### config.mk
export PLATFORM = sky130hd
export DESIGN_NAME = exp_unit_pipe
export DESIGN_NICKNAME = d
export VERILOG_FILES = /design/src/rtl/exp_unit_pipe_pkg.sv /design/src/rtl/exp_pipe_slice.sv /design/src/rtl/exp_unit_pipe.sv
export SDC_FILE = /design/constraint.sdc
export NUM_CORES = 1
export LEC_CHECK = 0
export CORE_MARGIN = 5
export CORE_UTILIZATION = 50
export CTS_CLUSTER_SIZE = 12
export DETAILED_ROUTE_END_ITERATION = 10
export PLACE_DENSITY = 0.8
export SLEW_MARGIN = 20
export SYNTH_ARGS = -nofsm -noshare
export SYNTH_HDL_FRONTEND = slang
export SYNTH_HIERARCHICAL = 1
export SYNTH_SLANG_ARGS = --single-unit
### constraint.sdc
create_clock -name clk -period 4.6 [get_ports clk]
set_input_delay 0.92 -clock clk [delete_from_list [all_inputs] [get_ports clk]]
set_output_delay 0.92 -clock clk [all_outputs]
set_load 0.02 [all_outputs]
### src/rtl/exp_unit_pipe_pkg.sv
// rtl/exp_unit_pipe_pkg.sv - shared mode encodings and bias helper for the exponent unit
package exp_unit_pipe_pkg;

    typedef enum logic [1:0] {
        EXP_ADD   = 2'b00,
        EXP_SUB   = 2'b01,
        EXP_MBIAS = 2'b10,
        EXP_DBIAS = 2'b11
    } exp_mode_e;

    // IEEE-style bias for an exponent field of width ew
    function automatic int default_bias(input int ew);
        return (1 << (ew - 1)) - 1;
    endfunction

endpackage

### src/rtl/exp_pipe_slice.sv
// rtl/exp_pipe_slice.sv - one valid/ready register slice with async active-low clear
module exp_pipe_slice #(
    parameter int W = 8
) (
    input  logic         clk,
    input  logic         rst,
    input  logic         in_valid,
    output logic         in_ready,
    input  logic [W-1:0] in_data,
    output logic         out_valid,
    input  logic         out_ready,
    output logic [W-1:0] out_data
);

    logic         valid;
    logic [W-1:0] data;

    // Slice can take a new item when empty or when its item leaves this cycle
    assign in_ready  = ~valid | out_ready;
    assign out_valid = valid;
    assign out_data  = data;

    // Hold the item until downstream takes it; reset drops anything in flight
    always_ff @(posedge clk or negedge rst) begin
        if (!rst) begin
            valid <= 1'b0;
            data  <= '0;
        end else if (in_ready) begin
            valid <= in_valid;
            if (in_valid) begin
                data <= in_data;
            end
        end
    end

endmodule

### src/rtl/exp_unit_pipe.sv
// rtl/exp_unit_pipe.sv - two-stage exponent add/sub/bias unit with valid/ready streaming
module exp_unit_pipe
    import exp_unit_pipe_pkg::*;
#(
    parameter int EW   = 8,
    parameter int BIAS = default_bias(EW),
    parameter bit SAT  = 1'b1
) (
    input  logic          clk,
    input  logic          rst,
    input  logic          in_valid_i,
    output logic          in_ready_o,
    input  logic [EW-1:0] Oper0_A_i,
    input  logic [EW-1:0] Oper0_B_i,
    input  logic [EW-1:0] Oper1_A_i,
    input  logic [EW-1:0] Oper1_B_i,
    input  logic          sel_A_i,
    input  logic          sel_B_i,
    input  logic [1:0]    mode_i,
    output logic          out_valid_o,
    input  logic          out_ready_i,
    output logic [EW-1:0] Data_Result_o,
    output logic          Overflow_flag_o,
    output logic          Underflow_flag_o,
    output logic          Zero_flag_o
);

    localparam int S1W = EW + 4;
    localparam int S2W = EW + 3;
    localparam logic [EW+1:0] BIAS_W = (EW+2)'(BIAS);
    localparam logic [EW+1:0] MAX_W  = (EW+2)'((1 << EW) - 1);
    localparam logic [EW+1:0] ZERO_W = '0;

    logic [EW-1:0]  a_op, b_op;
    logic [EW+1:0]  r1;
    logic [S1W-1:0] s1_din, s1_dout;
    logic           s1_valid, s2_ready;

    logic [EW+1:0]  r1_q, r2;
    logic [1:0]     mode_q;
    logic [EW-1:0]  res;
    logic           ovf, unf;
    logic [S2W-1:0] s2_din, s2_dout;

    // Stage 1: pick operands and form the zero-extended sum or difference
    always_comb begin
        a_op = sel_A_i ? Oper1_A_i : Oper0_A_i;
        b_op = sel_B_i ? Oper1_B_i : Oper0_B_i;
        if (mode_i == EXP_SUB || mode_i == EXP_DBIAS) begin
            r1 = {2'b00, a_op} - {2'b00, b_op};
        end else begin
            r1 = {2'b00, a_op} + {2'b00, b_op};
        end
        s1_din = {r1, mode_i};
    end

    exp_pipe_slice #(.W(S1W)) u_s1 (
        .clk       (clk),
        .rst       (rst),
        .in_valid  (in_valid_i),
        .in_ready  (in_ready_o),
        .in_data   (s1_din),
        .out_valid (s1_valid),
        .out_ready (s2_ready),
        .out_data  (s1_dout)
    );

    assign {r1_q, mode_q} = s1_dout;

    // Stage 2: apply bias for mult/div, then derive range flags and final result
    always_comb begin
        r2  = r1_q;
        ovf = 1'b0;
        unf = 1'b0;
        res = r1_q[EW-1:0];
        if (mode_q == EXP_MBIAS || mode_q == EXP_DBIAS) begin
            r2  = (mode_q == EXP_DBIAS) ? (r1_q + BIAS_W) : (r1_q - BIAS_W);
            ovf = $signed(r2) >= $signed(MAX_W);
            unf = $signed(r2) <= $signed(ZERO_W);
            res = r2[EW-1:0];
            if (SAT && ovf) begin
                res = '1;
            end else if (SAT && unf) begin
                res = '0;
            end
        end else begin
            // Plain add/sub: carry out is overflow, a negative difference is a borrow
            ovf = r2[EW] & ~r2[EW+1];
            unf = r2[EW+1];
            res = r2[EW-1:0];
        end
        s2_din = {res, ovf, unf, (res == '0)};
    end

    exp_pipe_slice #(.W(S2W)) u_s2 (
        .clk       (clk),
        .rst       (rst),
        .in_valid  (s1_valid),
        .in_ready  (s2_ready),
        .in_data   (s2_din),
        .out_valid (out_valid_o),
        .out_ready (out_ready_i),
        .out_data  (s2_dout)
    );

    assign {Data_Result_o, Overflow_flag_o, Underflow_flag_o, Zero_flag_o} = s2_dout;

endmodule

* Yosys cells after proc, flatten, opt, wreduce, memory -nomap -nowiden
Cells that the tools add are included.
W data, S select, Z words.
** Word-level totals
- Register bits after elaboration :: 25
- Latch bits :: 0
- Memory bits (writable) :: 0
- Memory bits (read-only) :: 0
- Input port bits :: 40
- Output and inout bits :: 13
- Logic and storage cells :: 34
- Memories kept :: 0
** Cells by class
- Add/subtract/negate cells :: 4
- Multipliers :: 0
- Divide/modulo/power cells :: 0
- $lt $le $gt $ge :: 2
- Equality and inequality tests :: 4
- Shift-type cells :: 0
- Muxes and demuxes :: 9
- Bitwise logic cells :: 6
- Reductions and logical operators :: 5
** Operators by type and width (number)
- $mux W8 :: 5
- $mux W10 :: 2
- $add A10 B7 Y10 const B :: 1
- $ge A10 B9 Y1 const B :: 1
- $le A10 B1 Y1 const B :: 1
- $sub A10 B7 Y10 const B :: 1
- $add A8 B8 Y9 :: 1
- $sub A8 B8 Y9 :: 1
- $logic_not A8 Y1 :: 1
- $eq A2 B2 Y1 const B :: 3
- $reduce_and A2 Y1 :: 2
- $not A1 Y1 :: 3
- $eq A2 B1 Y1 const B :: 1
- $logic_or A1 B1 Y1 :: 2
- $mux W1 :: 2
- $or A1 B1 Y1 :: 2
- $and A1 B1 Y1 :: 1

* Depth between registers and ports, before layout
Gate-level depths: netlist (run 1).
- Word-level depth :: 7
- Mapped depth :: 16
- Gate-level depth less buffers :: 13

* Modules after synthesis
The synthesis (run 1) kept the hierarchy.
** By module, submodules not included
- exp_unit_pipe :: times used 1, cells each 244, area an instance 1806.7 sq um
- exp_pipe_slice at u_s1 :: times used 1, cells each 29, area an instance 550.5 sq um
- exp_pipe_slice at u_s2 :: times used 1, cells each 27, area an instance 514.2 sq um

* Worst setup path after synthesis (run 1)
No wires, ideal clock.
- Path type :: input port to flip-flop
- From :: in sel_A_i
- To :: reg u_s1.data[9], in the netlist u_s1/out_data[9]
- Arrival :: 3.396 ns
- Data required time :: 4.475 ns
- Slack :: 1.079 ns
- Stages :: 12
- Buffers on the path :: 1
- Cells stage by stage :: clkbuf_1 > mux2i_1 > inv_1 > ha_1 > nor2b_1 > o21ai_0 > nand2b_1 > a21o_1 > a311o_1 > a31oi_1 > xnor2_1 > mux2_4
** On the way
- Longest elaborated chain between the ends :: 3
- Elaborated cells between the ends (all ways) :: 4
** RTL lines
- start: declaration :: line exp_unit_pipe.sv:17 : input logic sel_A_i,
- $mux W8 * :: line exp_unit_pipe.sv:47 : a_op = sel_A_i ? Oper1_A_i : Oper0_A_i;
- $add A8 B8 Y9 / $sub A8 B8 Y9 (equally long branches) :: line exp_unit_pipe.sv:52, exp_unit_pipe.sv:50
- $mux W10 * :: line exp_unit_pipe.sv:49 : if (mode_i == EXP_SUB || mode_i == EXP_DBIAS) begin
- net r1[7] :: line exp_unit_pipe.sv:35 : logic [EW+1:0] r1;
- end signal: assignment :: line exp_pipe_slice.sv:31 : data <= in_data;
- end: declaration :: line exp_pipe_slice.sv:16 : logic [W-1:0] data;
Mark *: on every way through the listed nets, which the timed path passes. The rest lies on a longest branch.
A chain may end at the register's enable or synchronous reset.

* Worst setup path after layout (run 1)
- From :: in sel_B_i
- To :: reg u_s1.data[9], in the netlist u_s1/out_data[9]
** On the way
- Longest elaborated chain between the ends :: 3
- Elaborated cells between the ends (all ways) :: 4
** RTL lines
- start: declaration :: line exp_unit_pipe.sv:18 : input logic sel_B_i,
- $mux W8 * :: line exp_unit_pipe.sv:48 : b_op = sel_B_i ? Oper1_B_i : Oper0_B_i;
- $add A8 B8 Y9 / $sub A8 B8 Y9 (equally long branches) :: line exp_unit_pipe.sv:52, exp_unit_pipe.sv:50
- $mux W10 * :: line exp_unit_pipe.sv:49
- net r1[7] :: line exp_unit_pipe.sv:35
Marked as above.

==> metrics.md, run 1 <==
| Metric | Value |
|---|---|
| Peak VDD IR | 0.0002780 V |
| Die height | around 86 um |
| Sw Share | between 40% and 50% |
| Post-CTS Hold Fix Bufs | 0 |
| Vias in the first global route | between 2000 and 2500 |
| Maximum root-to-sink buffer count | 2 |
| DP Wirelength | 4.704 mm |
| Core ar. | between 0.005 and 0.006 mm^2 |
| Ys Warns | 6 |
| Input/output buffers | 52 |
| Cells after Synth | 300 |
| Largest net degree at the start of global routing | 26 |
| Worst path arrival time | about 3.8 ns |
| Max-cap violations | 0 |
| Crit path max-delay family | compound AO/OA/AOI/OAI gates |
| Seq cells post-synth | 25 |
| Seq pwr share | 26.2% |
| Worst EP required | about 4.8 ns |
| HP Class | register to register |
| TNS Setup | 0 ns |
| Min Tclk post-route | between 3 and 4 ns |
| Comb pwr share | 65.3% |
| Int Pwr | 884.6 uW |
| Via density | around 5.7 |
| Fillcell total | a little under 500 |
| Met3 wire length | between 400 and 500 um |
| CP Buf/Inv Count | 1 |
| Share of cells above drive strength 1 | roughly 17% |
| Chip width | approximately 86 um |
| Mapped Nets | around 360 |
| Htree depth | 1 |
| Final Hold Vio Count | 0 |
| Crit-path max FO | 8 |
| Layout Utilization | between 60% and 70% |
| Initial Util | between 50% and 60% |
| Initial antenna violation count | 0 |
| GRT Overall Usage | approximately 17% |
| DRC errors left | 0 |
| Cell variety after synth | 67 |
| Number of flops mapped to enable cells by yosys | 0 |
| Ys async rst share | 100.0% |
| Clock root buffer master | clkbuf_8 |
| Commonest non-fill, non-tap cell in the layout | clkdlybuf4s50_1 |
| CP Launch Type | input port |
| DP Worst Slack | between 0.6 and 0.7 ns |
| Critical-path top delay cell | clkdlybuf4s50_1 |
| Slew @ Worst Pin | about 0.7 ns |
| Leak pwr | 0.001523 uW |
| WL/cell | 14.32 um |
| Placement Rows | 27 |
| Global-route wire length before repair | between 10 and 15 mm |
| CTS tree | built |
| Detailed Routing Iterations Pass 1 | 4 |
| # resized after CTS | 0 |
| RSZ-0062 raised after global routing | false |
| Post-Syn Area per Cell | approximately 9.6 um^2 |
| Total gr overflow | 0 |
| Clk_skew | 0.007983 ns |
| Io pins | 53 |
| Post-route ant nets | 0 |
| DR iter-0 viols | roughly 150 |
| Critical path class | input port to register |
| Pins Over Slew Limit | 0 |
| Syn-to-layout area delta | 18.26% |
| Critical-path cell list | clkdlybuf4s50_1 -> mux2i_1 -> ha_1 -> nor2b_1 -> o21ai_0 -> nand2b_1 -> a21o_1 -> a311o_1 -> a31oi_1 -> xnor2_1 -> mux2_4 |
| Largest stage delay, worst path | around 0.73 ns |
| Final setup margin | approximately 0.94 ns |
| Commonest non-fill, non-tap cells in the layout | clkdlybuf4s50_1 (51), inv_1 (26), dfrtp_1 (25) |
| Reg clk slew, reported paths | around 0.09 ns |
| Vias | around 2300 |
| CTS Buf Count | 3 |
| Max Freq | between 200 and 300 MHz |
| Metal2 WL | approximately 2.9 mm |
| Final setup fails | 0 |
| Crit share post-route | 79.53% |
| Postcts setup bufs | 0 |
| WL final | 5.899 mm |
| Placer Congestion | about 0.95 |
| Critical Path Sink Type | register |
| Outcome | finished, final reports clean |
| M1 wire length | 2.476 mm |
| Top sig layer | met4 |
| Clock Power Share | about 8.6% |
| # diodes | 0 |
| Power Density | between 400 and 500 mW/mm^2 |
| Slew headroom | a little over half |
| Final Net Count | roughly 400 |
| CTS sink count | 25 |
| Full die area | 0.007358 mm^2 |
| Main synth FF type | dfrtp_1 |
| Mapped Area | 0.002872 mm^2 |
| Register area share after synthesis | a little over a fifth |
| Clock Latency Late Sink | 0.28 ns |
| Net Switching | between 600 and 700 uW |
[power by group through the flow]
stage	Clock, uW	Combinational (uW)	Sequential (uW)
floorplan	0	768	418
global placement	0	998	412
detailed placement	0	1020	413
CTS	138	1030	410
global route	149	1120	424
finish	135	1030	412
[registers in the layout, summed over array words and instances, names as in the netlist]
signal,count
u_s1/out_data,12
u_s2/out_data,11
u_s1/out_valid,1
u_s2/out_valid,1
[area by class of cell]
class / count / area [um^2] / share of cell area, %
Tap cell: 72 / 90.09 / 2.653
Sequential cell: 25 / 625.6 / 18.42
Clock buffer: 3 / 41.29 / 1.216
Timing Repair Buffer: 56 / 545.5 / 16.06
Inverter: 27 / 102.6 / 3.021
Multi-Input combinational cell: 228 / 1983 / 58.40
Clock inverter: 1 / 7.507 / 0.2211
[stage by stage]
| step | cell area (um^2) | power, uW | hold slack (ns) | instances |
|---|---|---|---|---|
| 3_3_place_gp | 3352 | 1411 | 0.4975 | 408 |
| 2_1_floorplan | 2872 | 1187 | 0.4827 | 300 |
| 3_5_place_dp | 3352 | 1432 | 0.4926 | 408 |
| 4_1_cts | 3401 | 1576 | 0.5217 | 412 |
| 6_report | 3396 | 1574 | 0.5184 | 412 |
| 5_1_grt | 3396 | 1698 | 0.5337 | 412 |
[synthesized netlist by cell type (3+ instances only)]
library cell / instances / area (um^2)
mux2i_1: 12 / 120.1
mux2_4: 20 / 300.3
ha_1: 22 / 275.3
nand4b_1: 3 / 26.28
nor2b_1: 3 / 18.77
buf_4: 5 / 37.54
o21bai_1: 4 / 30.03
o311ai_0: 3 / 26.28
a31oi_1: 4 / 25.02
nor2_1: 13 / 48.80
inv_1: 26 / 97.59
nand2b_1: 9 / 56.30
o211ai_1: 3 / 22.52
a21o_1: 4 / 30.03
buf_6: 4 / 45.04
buf_2: 3 / 15.01
nand3_1: 3 / 15.01
nor3_1: 6 / 30.03
mux2_2: 10 / 112.6
xnor2_1: 11 / 96.34
nand4_1: 3 / 18.77
dfrtp_1: 25 / 625.6
o22ai_1: 6 / 37.54
xor2_1: 4 / 35.03
nand2_1: 9 / 33.78
o21ai_0: 11 / 55.05
a21oi_1: 17 / 85.08
clkbuf_1: 5 / 18.77
[logic make-up (layout without fill, tap and decap cells)]
| logic type | Yosys count | after routing | share of synthesized area, % |
|---|---|---|---|
| xor+xnor | 16 | 16 | 5.142 |
| simple gates | 72 | 72 | 15.82 |
| buf+inv | 47 | 87 | 9.150 |
| flops | 25 | 25 | 21.79 |
| compound gates | 73 | 73 | 18.21 |
| mux | 42 | 42 | 18.56 |
| fa+ha+maj | 25 | 25 | 11.33 |
[metal layers]
| layer | global-route usage (%) | vias to the layer above |
|---|---|---|
| met1 | 21.02 | 1072 |
| met3 | 2.113 | 8 |
| met4 | 5.324 | 0 |
| met2 | 29.66 | 99 |
| met5 | 0 | - |
| li1 | - | 1161 |
[path summary, 6_finish.rpt]
check / startpoint / end / slack [ns] / cells past startpoint
max: sel_B_i / u_s1/out_data[9]$_DFFE_PN0P_ / 0.94 / 11
min: u_s2/out_data[4]$_DFFE_PN0P_ / u_s2/out_data[4]$_DFFE_PN0P_ / 0.52 / 1
max reg2reg: u_s1/out_data[0]$_DFFE_PN0P_ / u_s2/out_data[8]$_DFFE_PN0P_ / 1.01 / 11
min reg2reg: u_s2/out_data[4]$_DFFE_PN0P_ / u_s2/out_data[4]$_DFFE_PN0P_ / 0.52 / 1
max in group asynchronous: rst / u_s1/out_data[1]$_DFFE_PN0P_ / 3.62 / 1
min in group asynchronous: rst / u_s2/out_data[0]$_DFFE_PN0P_ / 0.61 / 1
Power figures use the tool's default switching activity.
==> run 2, diff against run 1 <==
Settings changed: CORE_UTILIZATION 50 to 49, PLACE_DENSITY 0.8 to 0.82.
Clock period 4.6 ns to 3 ns, I/O delays scaled along.
==> run 2 against run 1 <==
Core utilization grew 6.0 points. Clock power grew 54%. Sequential power grew 43%. Global-route usage grew 0.89 points. Combinational power grew 84%. Clock skew grew 0.0050 ns. Sequential share of layout area shrank 1.9 points. Register-to-register slack lost 1.0 ns. Worst setup slack lost 0.94 ns. Critical path type is now register to register.
==> metrics.md, run 2 (same netlist as run 1, synthesis figures left out) <==
| Metric | Value |
|---|---|
| Outcome | finished, final reports clean |
| Chip width | 86.55 um |
| Final setup fails | 0 |
| Placement Rows | 27 |
| Clock Latency Late Sink | ~0.27 ns |
| Commonest non-fill, non-tap cell in the layout | clkdlybuf4s50_1 |
| Design area | 0.003776 mm^2 |
| Critical Path Sink Type | register |
| Crit share post-route | ~100% |
| Critical-path top delay cell | or4_4 |
| Critical-path cell list | and2_4 -> clkinv_4 -> xnor2_4 -> ha_2 -> or3_4 -> or4_4 -> nand2_2 -> o21ai_0 -> a31oi_2 -> and3_4 -> o311ai_2 -> mux2_4 |
| Overall Power | 2695 uW |
| Final Hold Vio Count | 0 |
| Largest net degree at the start of global routing | 26 |
| Dpl cells | between 400 and 500 |
| Full die area | 0.007491 mm^2 |
| Core ar. | 0.005608 mm^2 |
| DR iter-0 viols | 84 |
| Post-route ant nets | 0 |
| Via density | around 5.7 |
| Max Freq | 333.9 MHz |
| Crit-path max FO | 4 |
| Max reg flops | 12 |
| Htree depth | 1 |
| Peak VDD IR | 0.0004376 V |
| Leak pwr | 0.001733 uW |
| DRC errors left | 0 |
| CTS sink count | 25 |
| Placer Congestion | about 0.94 |
| Slew headroom | 67.70% |
| Io pins | 53 |
| Sequential cell area | about 630 um^2 |
| Global-route wire length before repair | 10.89 mm |
| Post-CTS Hold Fix Bufs | 0 |
| CTS Buf Count | 3 |
| RSZ-0062 raised after global routing | true |
| Total gr overflow | 0 |
| Final Net Count | 441 |
| WL final | ~6.7 mm |
| Reg clk slew, reported paths | 0.10 ns |
| Final cell count without fillers | roughly 450 |
| # diodes | 0 |
| CTS tree | built |
| Initial antenna violation count | 0 |
| Area of the multi-input gates | about 0.0021 mm^2 |
| Vias in the first global route | about 2500 |
| Slew @ Worst Pin | ~0.48 ns |
| Crit path max-delay family | simple AND/OR/NAND/NOR gates |
| Largest stage delay, worst path | 0.46 ns |
| Min Tclk post-route | 2.995 ns |
| Critical path class | register to register |
| Detailed Routing Iterations Pass 1 | 4 |
| Commonest non-fill, non-tap cells in the layout | clkdlybuf4s50_1 (49), buf_4 (39), inv_1 (25), dfrtp_1 (25), ha_1 (21) |
| CP Buf/Inv Count | 1 |
| Worst path arrival time | roughly 3.2 ns |
| CP Launch Type | register |
| Hold Slack | between 0.5 and 0.6 ns |
| DP Worst Slack | -0.5692 ns |
| DP Wirelength | approximately 5.4 mm |
| Share of cells above drive strength 1 | 29.26% |
| Final setup margin | just under 0.005 ns |
| WL/cell | 14.98 um |
| Fillcell total | approximately 450 |
| Pins Over Slew Limit | 0 |
| Placed cell areas | between 0.003 and 0.004 mm^2 |
| Max-cap violations | 0 |
| Initial Util | roughly 51% |
| Syn-to-layout area delta | 31.50% |
| Vias | ~2500 |
| Worst EP required | ~3.2 ns |
| Clk_skew | around 0.013 ns |
| HP Class | register to register |
| GRT Overall Usage | 17.63% |
| Input/output buffers | 52 |
| Power Density | 713.7 mW/mm^2 |
| Maximum root-to-sink buffer count | 2 |
| Die height | slightly below 90 um |
| Clock root buffer master | clkbuf_8 |
-- run 2: cell count changes in the layout (fill, tap and decap cells not counted), moves of 2 or more --
cell,previous run,this run
clkdlybuf4s50_1,51,49
a31oi_1,4,2
a31oi_2,0,2
buf_4,4,39
xnor2_1,11,9
mux2i_1,12,10
-- run 2: worst register-to-register path: cells and delay by family (launching register included) --
kind | cells | cell delay (ns)
buffers and inverters | 1 | 0.06
AOI/OAI and AO/OA | 3 | 0.51
adders and majority gates | 1 | 0.19
and+or+nand+nor | 5 | 1.38
DFF | 1 | 0.35
xor gates and xnor gates | 1 | 0.13
muxes | 1 | 0.28
-- run 2: final timing paths --
kind | cells past startpoint | end | slack (ns) | start
max in group asynchronous | 2 | u_s1/out_data[0]$_DFFE_PN0P_ | 2.09 | rst
min | 1 | u_s2/out_data[10]$_DFFE_PN0P_ | 0.52 | u_s2/out_data[10]$_DFFE_PN0P_
max | 12 | u_s2/out_data[3]$_DFFE_PN0P_ | 0.005 | u_s1/out_data[0]$_DFFE_PN0P_
max reg2reg | 12 | u_s2/out_data[3]$_DFFE_PN0P_ | 0.005 | u_s1/out_data[0]$_DFFE_PN0P_
min reg2reg | 1 | u_s2/out_data[10]$_DFFE_PN0P_ | 0.52 | u_s2/out_data[10]$_DFFE_PN0P_
min in group asynchronous | 2 | u_s2/out_data[0]$_DFFE_PN0P_ | 0.67 | rst
-- run 2: layout make-up --
class / count / share of cell area (%)
Inverter: 27 / 2.816
Multi-Input combinational cell: 228 / 55.17
Sequential cell: 25 / 16.57
Clock buffer: 3 / 1.093
Tap cell: 72 / 2.386
Timing Repair Buffer: 92 / 21.74
Clock inverter: 1 / 0.2319
-- run 2: per-stage QoR --
step | setup TNS [ns] | utilization, %
floorplan | -1.349 | -
global placement | -1.766 | 65.24
detailed placement | -2.382 | 65.24
CTS | 0 | 66.51
global route | -0.1637 | 67.34
finish | 0 | 67.34
-- run 2: metal layers --
metal	routed length, um	vias to the layer above	global-route usage [%]
met4	190	0	6.657
met2	3388	97	32.48
met5	0	-	0
met3	457	17	3.232
met1	2674	1201	20.01
li1	-	1229	-
-- run 2: repair_timing --
item / in CTS / in global routing
gates resized for setup: 7 / 13
buffers inserted: 0 / 1
pin swaps: 1 / 3
setup endpoints to repair: 7 / 13
-- run 2: power by group --
group | total [uW] | internal (uW) | leakage [uW] | switching [uW]
clock network | 208 | 97.2 | 0.0000261 | 111
logic | 1900 | 984 | 0.00141 | 915
registers | 588 | 464 | 0.000297 | 124
